==> src/rtl/hc85_cascade_seq.sv <==
// rtl/hc85_cascade_seq.sv - multi-nibble magnitude compare sequenced through one external HC_85 slice
// Optional macro HC85_CASCADE_CHECK_EN: flag non-one-hot slice outputs on ERR and abort the compare.
module hc85_cascade_seq #(
    parameter int NIB = 4
) (
    input  logic             i_clk,
    input  logic             i_rst,
    input  logic             i_start,
    input  logic [4*NIB-1:0] i_a,
    input  logic [4*NIB-1:0] i_b,
    output logic             o_busy,
    output logic             o_done,
    output logic             o_gt,
    output logic             o_eq,
    output logic             o_lt,
    output logic             o_err,
    output logic [3:0]       o_ca,
    output logic [3:0]       o_cb,
    output logic             o_ci1,
    output logic             o_ci2,
    output logic             o_ci3,
    input  logic             i_cq1,
    input  logic             i_cq2,
    input  logic             i_cq3
);

    localparam int CW = (NIB > 1) ? $clog2(NIB) : 1;

    typedef enum logic [1:0] {
        S_IDLE   = 2'd0,
        S_DRIVE  = 2'd1,
        S_SAMPLE = 2'd2,
        S_FIN    = 2'd3
    } state_t;

    state_t           r_state;
    state_t           w_next;
    logic [CW-1:0]    r_cnt;
    logic [4*NIB-1:0] r_a;
    logic [4*NIB-1:0] r_b;
    logic [2:0]       r_casc;
    logic [2:0]       r_res;
    logic [2:0]       w_cq;
    logic             w_last;
    logic             w_bad;
    logic [4*NIB-1:0] w_sh_a;
    logic [4*NIB-1:0] w_sh_b;

    assign w_cq   = {i_cq1, i_cq2, i_cq3};
    assign w_last = (r_cnt == CW'(NIB - 1));

`ifdef HC85_CASCADE_CHECK_EN
    logic r_err;

    assign w_bad = (w_cq != 3'b100) && (w_cq != 3'b010) && (w_cq != 3'b001);

    always_ff @(posedge i_clk or posedge i_rst) begin
        if (i_rst) begin
            r_err <= 1'b0;
        end else if (r_state == S_SAMPLE && w_bad) begin
            r_err <= 1'b1;
        end
    end

    assign o_err = r_err;
`else
    assign w_bad = 1'b0;
    assign o_err = 1'b0;
`endif

    always_comb begin
        w_next = r_state;
        case (r_state)
            S_IDLE:   if (i_start) w_next = S_DRIVE;
            S_DRIVE:  w_next = S_SAMPLE;
            S_SAMPLE: w_next = (w_bad || w_last) ? S_FIN : S_DRIVE;
            S_FIN:    w_next = S_IDLE;
            default:  w_next = S_IDLE;
        endcase
    end

    always_ff @(posedge i_clk or posedge i_rst) begin
        if (i_rst) begin
            r_state <= S_IDLE;
            r_cnt   <= '0;
            r_a     <= '0;
            r_b     <= '0;
            r_casc  <= 3'b010;
            r_res   <= 3'b010;
        end else begin
            r_state <= w_next;
            case (r_state)
                S_IDLE: begin
                    if (i_start) begin
                        r_a    <= i_a;
                        r_b    <= i_b;
                        r_cnt  <= '0;
                        r_casc <= 3'b010;
                    end
                end
                S_SAMPLE: begin
                    // The slice result of this nibble becomes the cascade input of the next one.
                    r_casc <= w_cq;
                    if (w_bad) begin
                        r_res <= 3'b000;
                    end else if (w_last) begin
                        r_res <= w_cq;
                    end else begin
                        r_cnt <= r_cnt + 1'b1;
                    end
                end
                default: ;
            endcase
        end
    end

    assign o_busy = (r_state == S_DRIVE) || (r_state == S_SAMPLE);
    assign o_done = (r_state == S_FIN);

    assign w_sh_a = r_a >> {r_cnt, 2'b00};
    assign w_sh_b = r_b >> {r_cnt, 2'b00};

    assign o_ca  = o_busy ? w_sh_a[3:0] : 4'd0;
    assign o_cb  = o_busy ? w_sh_b[3:0] : 4'd0;
    assign o_ci1 = o_busy ? r_casc[2] : 1'b0;
    assign o_ci2 = o_busy ? r_casc[1] : 1'b1;
    assign o_ci3 = o_busy ? r_casc[0] : 1'b0;

    assign o_gt = r_res[2];
    assign o_eq = r_res[1];
    assign o_lt = r_res[0];

endmodule

==> config.mk <==
export PLATFORM = sky130hd
export DESIGN_NAME = hc85_cascade_seq
export DESIGN_NICKNAME = d
export VERILOG_FILES = /design/src/rtl/hc85_cascade_seq.sv
export SDC_FILE = /design/constraint.sdc
export NUM_CORES = 1
export LEC_CHECK = 0
export ABC_AREA = 1
export CAP_MARGIN = 25
export CORE_MARGIN = 8
export CORE_UTILIZATION = 48
export CTS_CLUSTER_SIZE = 28
export DETAILED_ROUTE_END_ITERATION = 8
export HOLD_SLACK_MARGIN = 0.15
export PLACE_DENSITY = 0.8
export SLEW_MARGIN = 5
export SYNTH_ARGS = -nofsm -noshare
export SYNTH_HDL_FRONTEND = slang
export SYNTH_SLANG_ARGS = --single-unit
==> constraint.sdc <==
create_clock -name i_clk -period 1.85 [get_ports i_clk]
set_clock_uncertainty 0.15 [all_clocks]
set_input_delay 0.37 -clock i_clk [delete_from_list [all_inputs] [get_ports i_clk]]
set_output_delay 0.37 -clock i_clk [all_outputs]
set_load 0.02 [all_outputs]
### Word-level counts from Yosys, hierarchy flattened

Index checks and enable logic that the tools add are counted.
W data, S select, Z words.

| word-level totals | value |
|---|---|
| input port bits | 38 |
| bits in registers | 42 |
| word-level logic and storage cells | 35 |

| operators by class | value |
|---|---|
| multiplexer cells | 13 |
| $add $sub $neg | 1 |
| reduce and logical (&&, ||, !) cells | 7 |
| equal/unequal tests | 6 |
| shift-type cells | 2 |

Operator list:

| cell | count |
|---|---|
| $shr A16 B4 Y4 | 2 |
| $mux W2 | 4 |
| $mux W4 | 2 |
| $pmux W2 S4 | 1 |
| $eq A2 B2 Y1 const B | 3 |
| $pmux W3 S2 | 1 |
| $reduce_and A2 Y1 | 3 |
| $ne A2 B2 Y1 const B | 2 |
| $pmux W2 S2 | 1 |
| $mux W1 | 3 |
| $mux W3 | 1 |
| $reduce_and A3 Y1 | 1 |
| $add A2 B1 Y2 const B | 1 |
| $eq A2 B1 Y1 const B | 1 |
| $logic_not A2 Y1 | 1 |
| $reduce_bool A2 Y1 | 1 |
| $logic_or A1 B1 Y1 | 1 |

### Depth between registers and ports, before layout

Gate-level depths: netlist of the first run.

| depth | value |
|---|---|
| word-level depth | 3 |
| gate-level depth with buffers | 7 |

### Least setup slack after synthesis of the first run

OpenSTA, ideal clock, no wires.

| timing | value |
|---|---|
| path type | reg2out |
| start | register r_state[1] |
| end | output o_ca[0] |
| data arrival time | 1421 ps |
| data required time | 1330 ps |
| setup slack | -91 ps |
| buffers on the path | 0 |
| cell stages (with the launch flop) | 5 |
| cells stage by stage | dfrtp_1 -> inv_1 -> ha_1 -> inv_1 -> a21oi_1 |

| between the ends | value |
|---|---|
| longest elaborated chain between the ends | 3 |

RTL lines:

| element | RTL line | RTL |
|---|---|---|
| from (decl) | 36 | `state_t r_state;` |
| from (signal assigned) | 91 | `r_state <= w_next;` |
| $eq A2 B1 Y1 / $eq A2 B2 Y1 (equally long branches) | 117 | `assign o_busy = (r_state == S_DRIVE) \|\| (r_state == S_SAMPLE);` |
| $logic_or A1 B1 Y1 * | 117 |  |
| via o_busy | 11 | `output logic o_busy,` |
| $mux W4 * | 123 | `assign o_ca = o_busy ? w_sh_a[3:0] : 4'd0;` |
| to (decl) | 17 | `output logic [3:0] o_ca,` |

The timed path passes the listed nets; every way through them passes the cells marked *.

### Worst setup path after layout of the first run

| timing | value |
|---|---|
| start | register r_cnt[0] |
| end | output o_cb[0] |

| between the ends | value |
|---|---|
| longest elaborated chain between the ends | 2 |

RTL lines:

| element | RTL line | RTL |
|---|---|---|
| from (decl) | 38 | `logic [CW-1:0] r_cnt;` |
| from (signal assigned) | 109 | `r_cnt <= r_cnt + 1'b1;` |
| $shr A16 B4 Y4 | 121 | `assign w_sh_b = r_b >> {r_cnt, 2'b00};` |
| $mux W4 | 124 | `assign o_cb = o_busy ? w_sh_b[3:0] : 4'd0;` |
| to (decl) | 18 | `output logic [3:0] o_cb,` |

Every way passes these cells.

==> results of run 1 <==
state kept, by name (all words and copies together) (netlist names):
signal and flops:
r_b 16, r_res 3, r_a 16, r_state 2
r_casc 3, r_cnt 2
cell type report:
| type | instances | area [um2] |
|---|---|---|
| fill | 342 | 1318 |
| sequential | 42 | 1055 |
| multi-input combinational | 166 | 898.4 |
| timing repair buffer | 67 | 663.1 |
| inverter | 46 | 182.7 |
| clock buffer | 6 | 82.58 |
| tap | 52 | 65.06 |
| clock inverter | 1 | 30.03 |
how the worst min path moves through the flow:
| stage | endpoint | cells past startpoint | start |
|---|---|---|---|
| global route | r_a[3]$_DFFE_PP0P_ | 3 | i_rst |
| global placement | r_res[1]$_DFFE_PP1P_ | 2 | r_res[1]$_DFFE_PP1P_ |
| floorplan | r_casc[2]$_DFFE_PP0P_ | 2 | r_casc[2]$_DFFE_PP0P_ |
| detailed placement | r_res[1]$_DFFE_PP1P_ | 2 | r_res[1]$_DFFE_PP1P_ |
| CTS | r_state[1]$_DFFE_PP0P_ | 3 | i_rst |
| finish | r_state[1]$_DFFE_PP0P_ | 3 | i_rst |
routing by layer:
layer	global-route usage [%]	wire length, um	vias up
li1	-	-	940
met1	21.13	2423	882
met2	26.70	2577	45
met3	5.087	350	7
met4	5.789	48	0
met5	0	0	-
layout by cell type, fill, tap and decap left out, types with 2 or more instances in the layout:
cell and instances:
nand2_4 3, inv_4 2, inv_2 5, buf_12 3
ha_1 4, a21oi_1 3, clkdlybuf4s50_1 39, buf_6 7
nand3_2 8, nand2_2 5, nand3_1 14, o21ai_1 13
a21oi_2 8, buf_4 16, inv_1 37, dfstp_2 2
dfrtp_1 39, nand2_1 79, clkbuf_8 6, o21ai_0 23
where the power goes:
group / switching, W / total [W] / internal [W]
sequential: 0.000158 / 0.00152 / 0.00136
combinational: 0.00176 / 0.00300 / 0.00124
clock: 0.000313 / 0.000745 / 0.000432
what timing repair did:
item | 4_1_cts | 5_1_grt
setup endpoints to repair | 14 | 18
resized for setup | 80 | 28
pin swaps | 13 | 5
setup buffers | 2 | 2
critical path, stage by stage (launching register included):
cell and delay [ps]:
dfrtp_2 450, buf_12 160, nand2_1 90, nand3_2 90, a21oi_2 170, buf_6 140
stage by stage:
stage | total power (W) | utilization, % | std cells | worst slack [ps] | instance area [um2]
after floorplan | 0.003118 | - | 265 | -91.33 | 2116
after global placement | 0.003999 | 63.35 | 369 | -229.4 | 2720
after detailed placement | 0.004078 | 63.35 | 369 | -284.3 | 2720
after CTS | 0.004950 | 66.70 | 378 | -43.17 | 2864
after global routing | 0.005649 | 69.32 | 380 | -100.7 | 2977
final | 0.005270 | 69.32 | 380 | -80.73 | 2977
kinds of logic (layout without fill, tap and decap cells):
group,count (synthesis),after routing,share of synthesized area (%)
other,1,1,0.1772
adder cells (fa/ha/maj),6,6,3.548
buffers and inverters,57,120,13.42
flip-flops,42,42,49.79
AO/OA/AOI/OAI,48,48,11.53
AND/OR/NAND/NOR,111,111,21.53
==> results.cfg, run 1 <==
[outcome]
status = finished with violations
violations = setup timing

[finish]
antennaDiodeCount = 0
area_delta_synth_final_pct = 40.69
drive_gt1_share_pct = 21.95
fin_nets = 372

[timing]
layout_min_cycle_time_ps = 1931
fin_ws_ps = -80.73
holdWs_ps = 252.1
rsz0062_at_grt = true
hold_violations = 0
final-setup-viol-count = 8
fmax_mhz = 517.9
min_period_over_period_pct = 104.4
tns_ps = -235.6
finalMaxSlewViolations = 0

[critical_path]
crit_required_ps = 1330
crit_end = o_cb[0]
critPathMaxFanout = 16
cp-end-kind = output port
path_class = register to output port
reg2reg_to = r_cnt[0]$_DFFE_PP0P_
reg2reg_slack_ps = 170
crit_start = r_cnt[0]$_DFFE_PP0P_
arrival_ps = 1410
rr_startpoint = r_state[0]$_DFFE_PP0P_
reg2regPathDepth = 9
startpoint_type = register

[synth]
ys_types = 19
synth_area_per_cell_um2 = 7.984
yosysMostFrequentCell = nand2_1
ys_ff_latch = 42
synth_area_um2 = 2116
syn-num-nets = 309
synth-edff-count = 0
synth-async-reset-ratio_pct = 100.0
synthTopCellsByArea = dfrtp_1, nand2_1, inv_1
yosysWarnings = 0
yosys_most_used_dff = dfrtp_1
synthTopCellsByCount = nand2_1, inv_1, dfrtp_1
synth_top_area_cell = dfrtp_1
syn_inst = 265
yosysTopAreaCellShare_pct = 47.31
yosysSeqAreaShare_pct = 49.79

[clocking]
cts.clk_slew.worst_paths_ps = 80
holdBufCountCts = 0
cts_max_level = 2
clock-sinks = 42
insertion_delay_ps = 300
clockBufferDepth = 2
cts_tree = built
numCtsBuffers = 5
clock-root-buffer = clkbuf_8

[global_route]
grt_overflow = 0
grt_pass1_vias = 1837
grt_max_degree = 65
grt_pass1_wl_mm = 8.687
track_usage_pct = 16.77
antenna_found_initial = 0

[power]
worst_ir_drop_vdd_mv = 0.8469
power_leakage_nw = 1.441
powerDensity_nw_per_um2 = 1770

[die]
die_h_um = 82.39
die_w_um = 82.39
initial_core_util_pct = 49.27
die-area_um2 = 6788
coreArea_um2 = 4294
io_pins = 55
num_rows = 24

[routing]
drt_iter0_markers = 146
wirelength_mm = 5.400
drc = 0
via_per_inst = 4.932
wl_per_cell_um = 14.21
dr_total_vias = 1874
antenna_left = 0
firstDrtPassIters = 4

[placed_design]
port_buffers = 53
dp.final_hpwl_mm = 3.629
gp_congestion = 0.8189

[min_path]
min_path_type = input pin to async pin

[flow_run]
drv_cap = 0
(Power assumes the default switching activity.)
==> run 2: changes to the inputs <==
--- a/config.mk
+++ b/config.mk
@@ -9,9 +9,10 @@
 export CAP_MARGIN = 25
 export CORE_MARGIN = 8
 export CORE_UTILIZATION = 48
-export CTS_CLUSTER_SIZE = 28
+export CTS_CLUSTER_SIZE = 14
 export DETAILED_ROUTE_END_ITERATION = 8
 export HOLD_SLACK_MARGIN = 0.15
+export MAX_ROUTING_LAYER = met4
 export PLACE_DENSITY = 0.8
 export SLEW_MARGIN = 5
 export SYNTH_ARGS = -nofsm -noshare
==> results.cfg, run 2 (synthesis results as in run 1) <==
[clocking]
clockBufferDepth = 2
cts_tree = built
numCtsBuffers = 5
insertion_delay_ps = 300
cts_max_level = 2
holdBufCountCts = 0
clock-root-buffer = clkbuf_8
clock-sinks = 42
cts.clk_slew.worst_paths_ps = 80

[timing]
hold_violations = 0
finalMaxSlewViolations = 0
min_period_over_period_pct = 104.2
fmax_mhz = 518.9
rsz0062_at_grt = true
layout_min_cycle_time_ps = 1927
fin_ws_ps = -77.23
tns_ps = -230.9
final-setup-viol-count = 8

[global_route]
met1_usage_pct = 21.40
grt_overflow = 0
grtUsageMet2_pct = 26.78
grt_pass1_wl_mm = 8.687
top_usage_layer = met2
grt_max_degree = 65
antenna_found_initial = 0
use_met3_pct = 4.545
grt_pass1_vias = 1838
track_usage_pct = 17.28

[power]
worst_ir_drop_vdd_mv = 0.8468
power_leakage_nw = 1.441
powerDensity_nw_per_um2 = 1770

[die]
io_pins = 55
coreArea_um2 = 4294
die_w_um = 82.39
die_h_um = 82.39
die-area_um2 = 6788
initial_core_util_pct = 49.27
num_rows = 24

[critical_path]
cpLargestDelayFamily = flip-flops
slowest_delay_ps = 450
startpoint_type = register
path_buf_inv = 2
crit_path_cell_trace = buf_12, nand2_1, nand3_2, a21oi_2, buf_6
cp-end-kind = output port
slowest_stage = dfrtp_2
crit_required_ps = 1330
critPathMaxFanout = 16
rr_startpoint = r_state[0]$_DFFE_PP0P_
arrival_ps = 1410
path_class = register to output port
crit_start = r_cnt[0]$_DFFE_PP0P_

[min_path]
min_path_type = input pin to async pin

[finish]
antennaDiodeCount = 0
fin_nets = 372
drive_gt1_share_pct = 21.95
stdcell_area_um2 = 2977
reg.largest.list = r_a: 16 flops, r_b: 16 flops
multi_input_area_um2 = 898.4
final_common_cell = nand2_1
layout_common_cells = nand2_1, clkdlybuf4s50_1, dfrtp_1, inv_1, o21ai_0
nFillCells = 342
seq_area_um2 = 1055
area_delta_synth_final_pct = 40.69

[routing]
antenna_left = 0
drt_iter0_markers = 146
wl_per_cell_um = 14.15
drc = 0
via_per_inst = 4.984
wirelength_mm = 5.378
dr_total_vias = 1894
firstDrtPassIters = 4

[outcome]
status = finished with violations
violations = setup timing

[placed_design]
placed_cell_area_um2 = 2720
port_buffers = 53
dp.final_hpwl_mm = 3.629
gp_congestion = 0.8311

[flow_run]
drv_cap = 0
## run 2: cell counts in the layout (fill, tap and decap cells not counted)
Identical to the previous run, type by type.
## run 2: through the flow
stage,power [W],util (%),cells,hold WS (ps),worst slack (ps)
global placement,0.003999,63.35,369,304.1,-229.4
global route,0.005646,69.32,380,267.2,-100.7
floorplan,0.003118,-,265,298.9,-91.33
finish,0.005267,69.32,380,248.3,-77.23
detailed placement,0.004078,63.35,369,307.7,-284.3
CTS,0.004950,66.70,378,259.3,-43.17
## run 2: worst reg2reg max path: cells and delay by family, from the launching register on
| kind | cells | cell delay [ps] |
|---|---|---|
| flip-flops | 1 | 390 |
| buffers and inverters | 4 | 390 |
| adder cells (fa/ha/maj) | 1 | 200 |
| AO/OA/AOI/OAI | 1 | 220 |
| AND/OR/NAND/NOR | 3 | 230 |
## run 2: final timing paths
| check | to | slack, ps | depth (start not counted) |
|---|---|---|---|
| worst max-delay path | o_cb[0] | -80 | 5 |
| worst min-delay path | r_b[10]$_DFFE_PP0P_ | 250 | 3 |
| worst max register to register | r_cnt[0]$_DFFE_PP0P_ | 170 | 9 |
| worst min register to register | r_res[1]$_DFFE_PP1P_ | 310 | 2 |
| max in group asynchronous | r_res[1]$_DFFE_PP1P_ | 1040 | 3 |
| min in group i_clk | r_res[1]$_DFFE_PP1P_ | 310 | 2 |
## run 2: layer usage
layer / part of all wire, % / wire length (um) / up-vias
met1: 43 / 2320 / 884
met5: 0 / 0 / -
met4: 1.0 / 55 / 0
li1: - / - / 939
met3: 7.3 / 390 / 7
met2: 49 / 2612 / 64
## run 2: where the power goes
| part | switching, W | leakage (nW) | internal [W] |
|---|---|---|---|
| Sequential | 0.000159 | 0.510 | 0.00136 |
| Clock | 0.000313 | 0.0573 | 0.000432 |
| Combinational | 0.00176 | 0.874 | 0.00124 |
## run 2: area by class of cell
type	count	area share, %
Sequential cell	42	35.44
Multi-Input combinational cell	166	30.18
Timing Repair Buffer	67	22.28
Inverter	46	6.137
Clock buffer	6	2.774
Tap cell	52	2.186
Clock inverter	1	1.009
## run 2: timing repair
action / 4_1_cts / 5_1_grt
gates cloned: 0 / 0
endpoints found under the setup margin: 14 / 18
pin swaps: 13 / 5
setup buffers: 2 / 2
gates resized for setup: 80 / 28
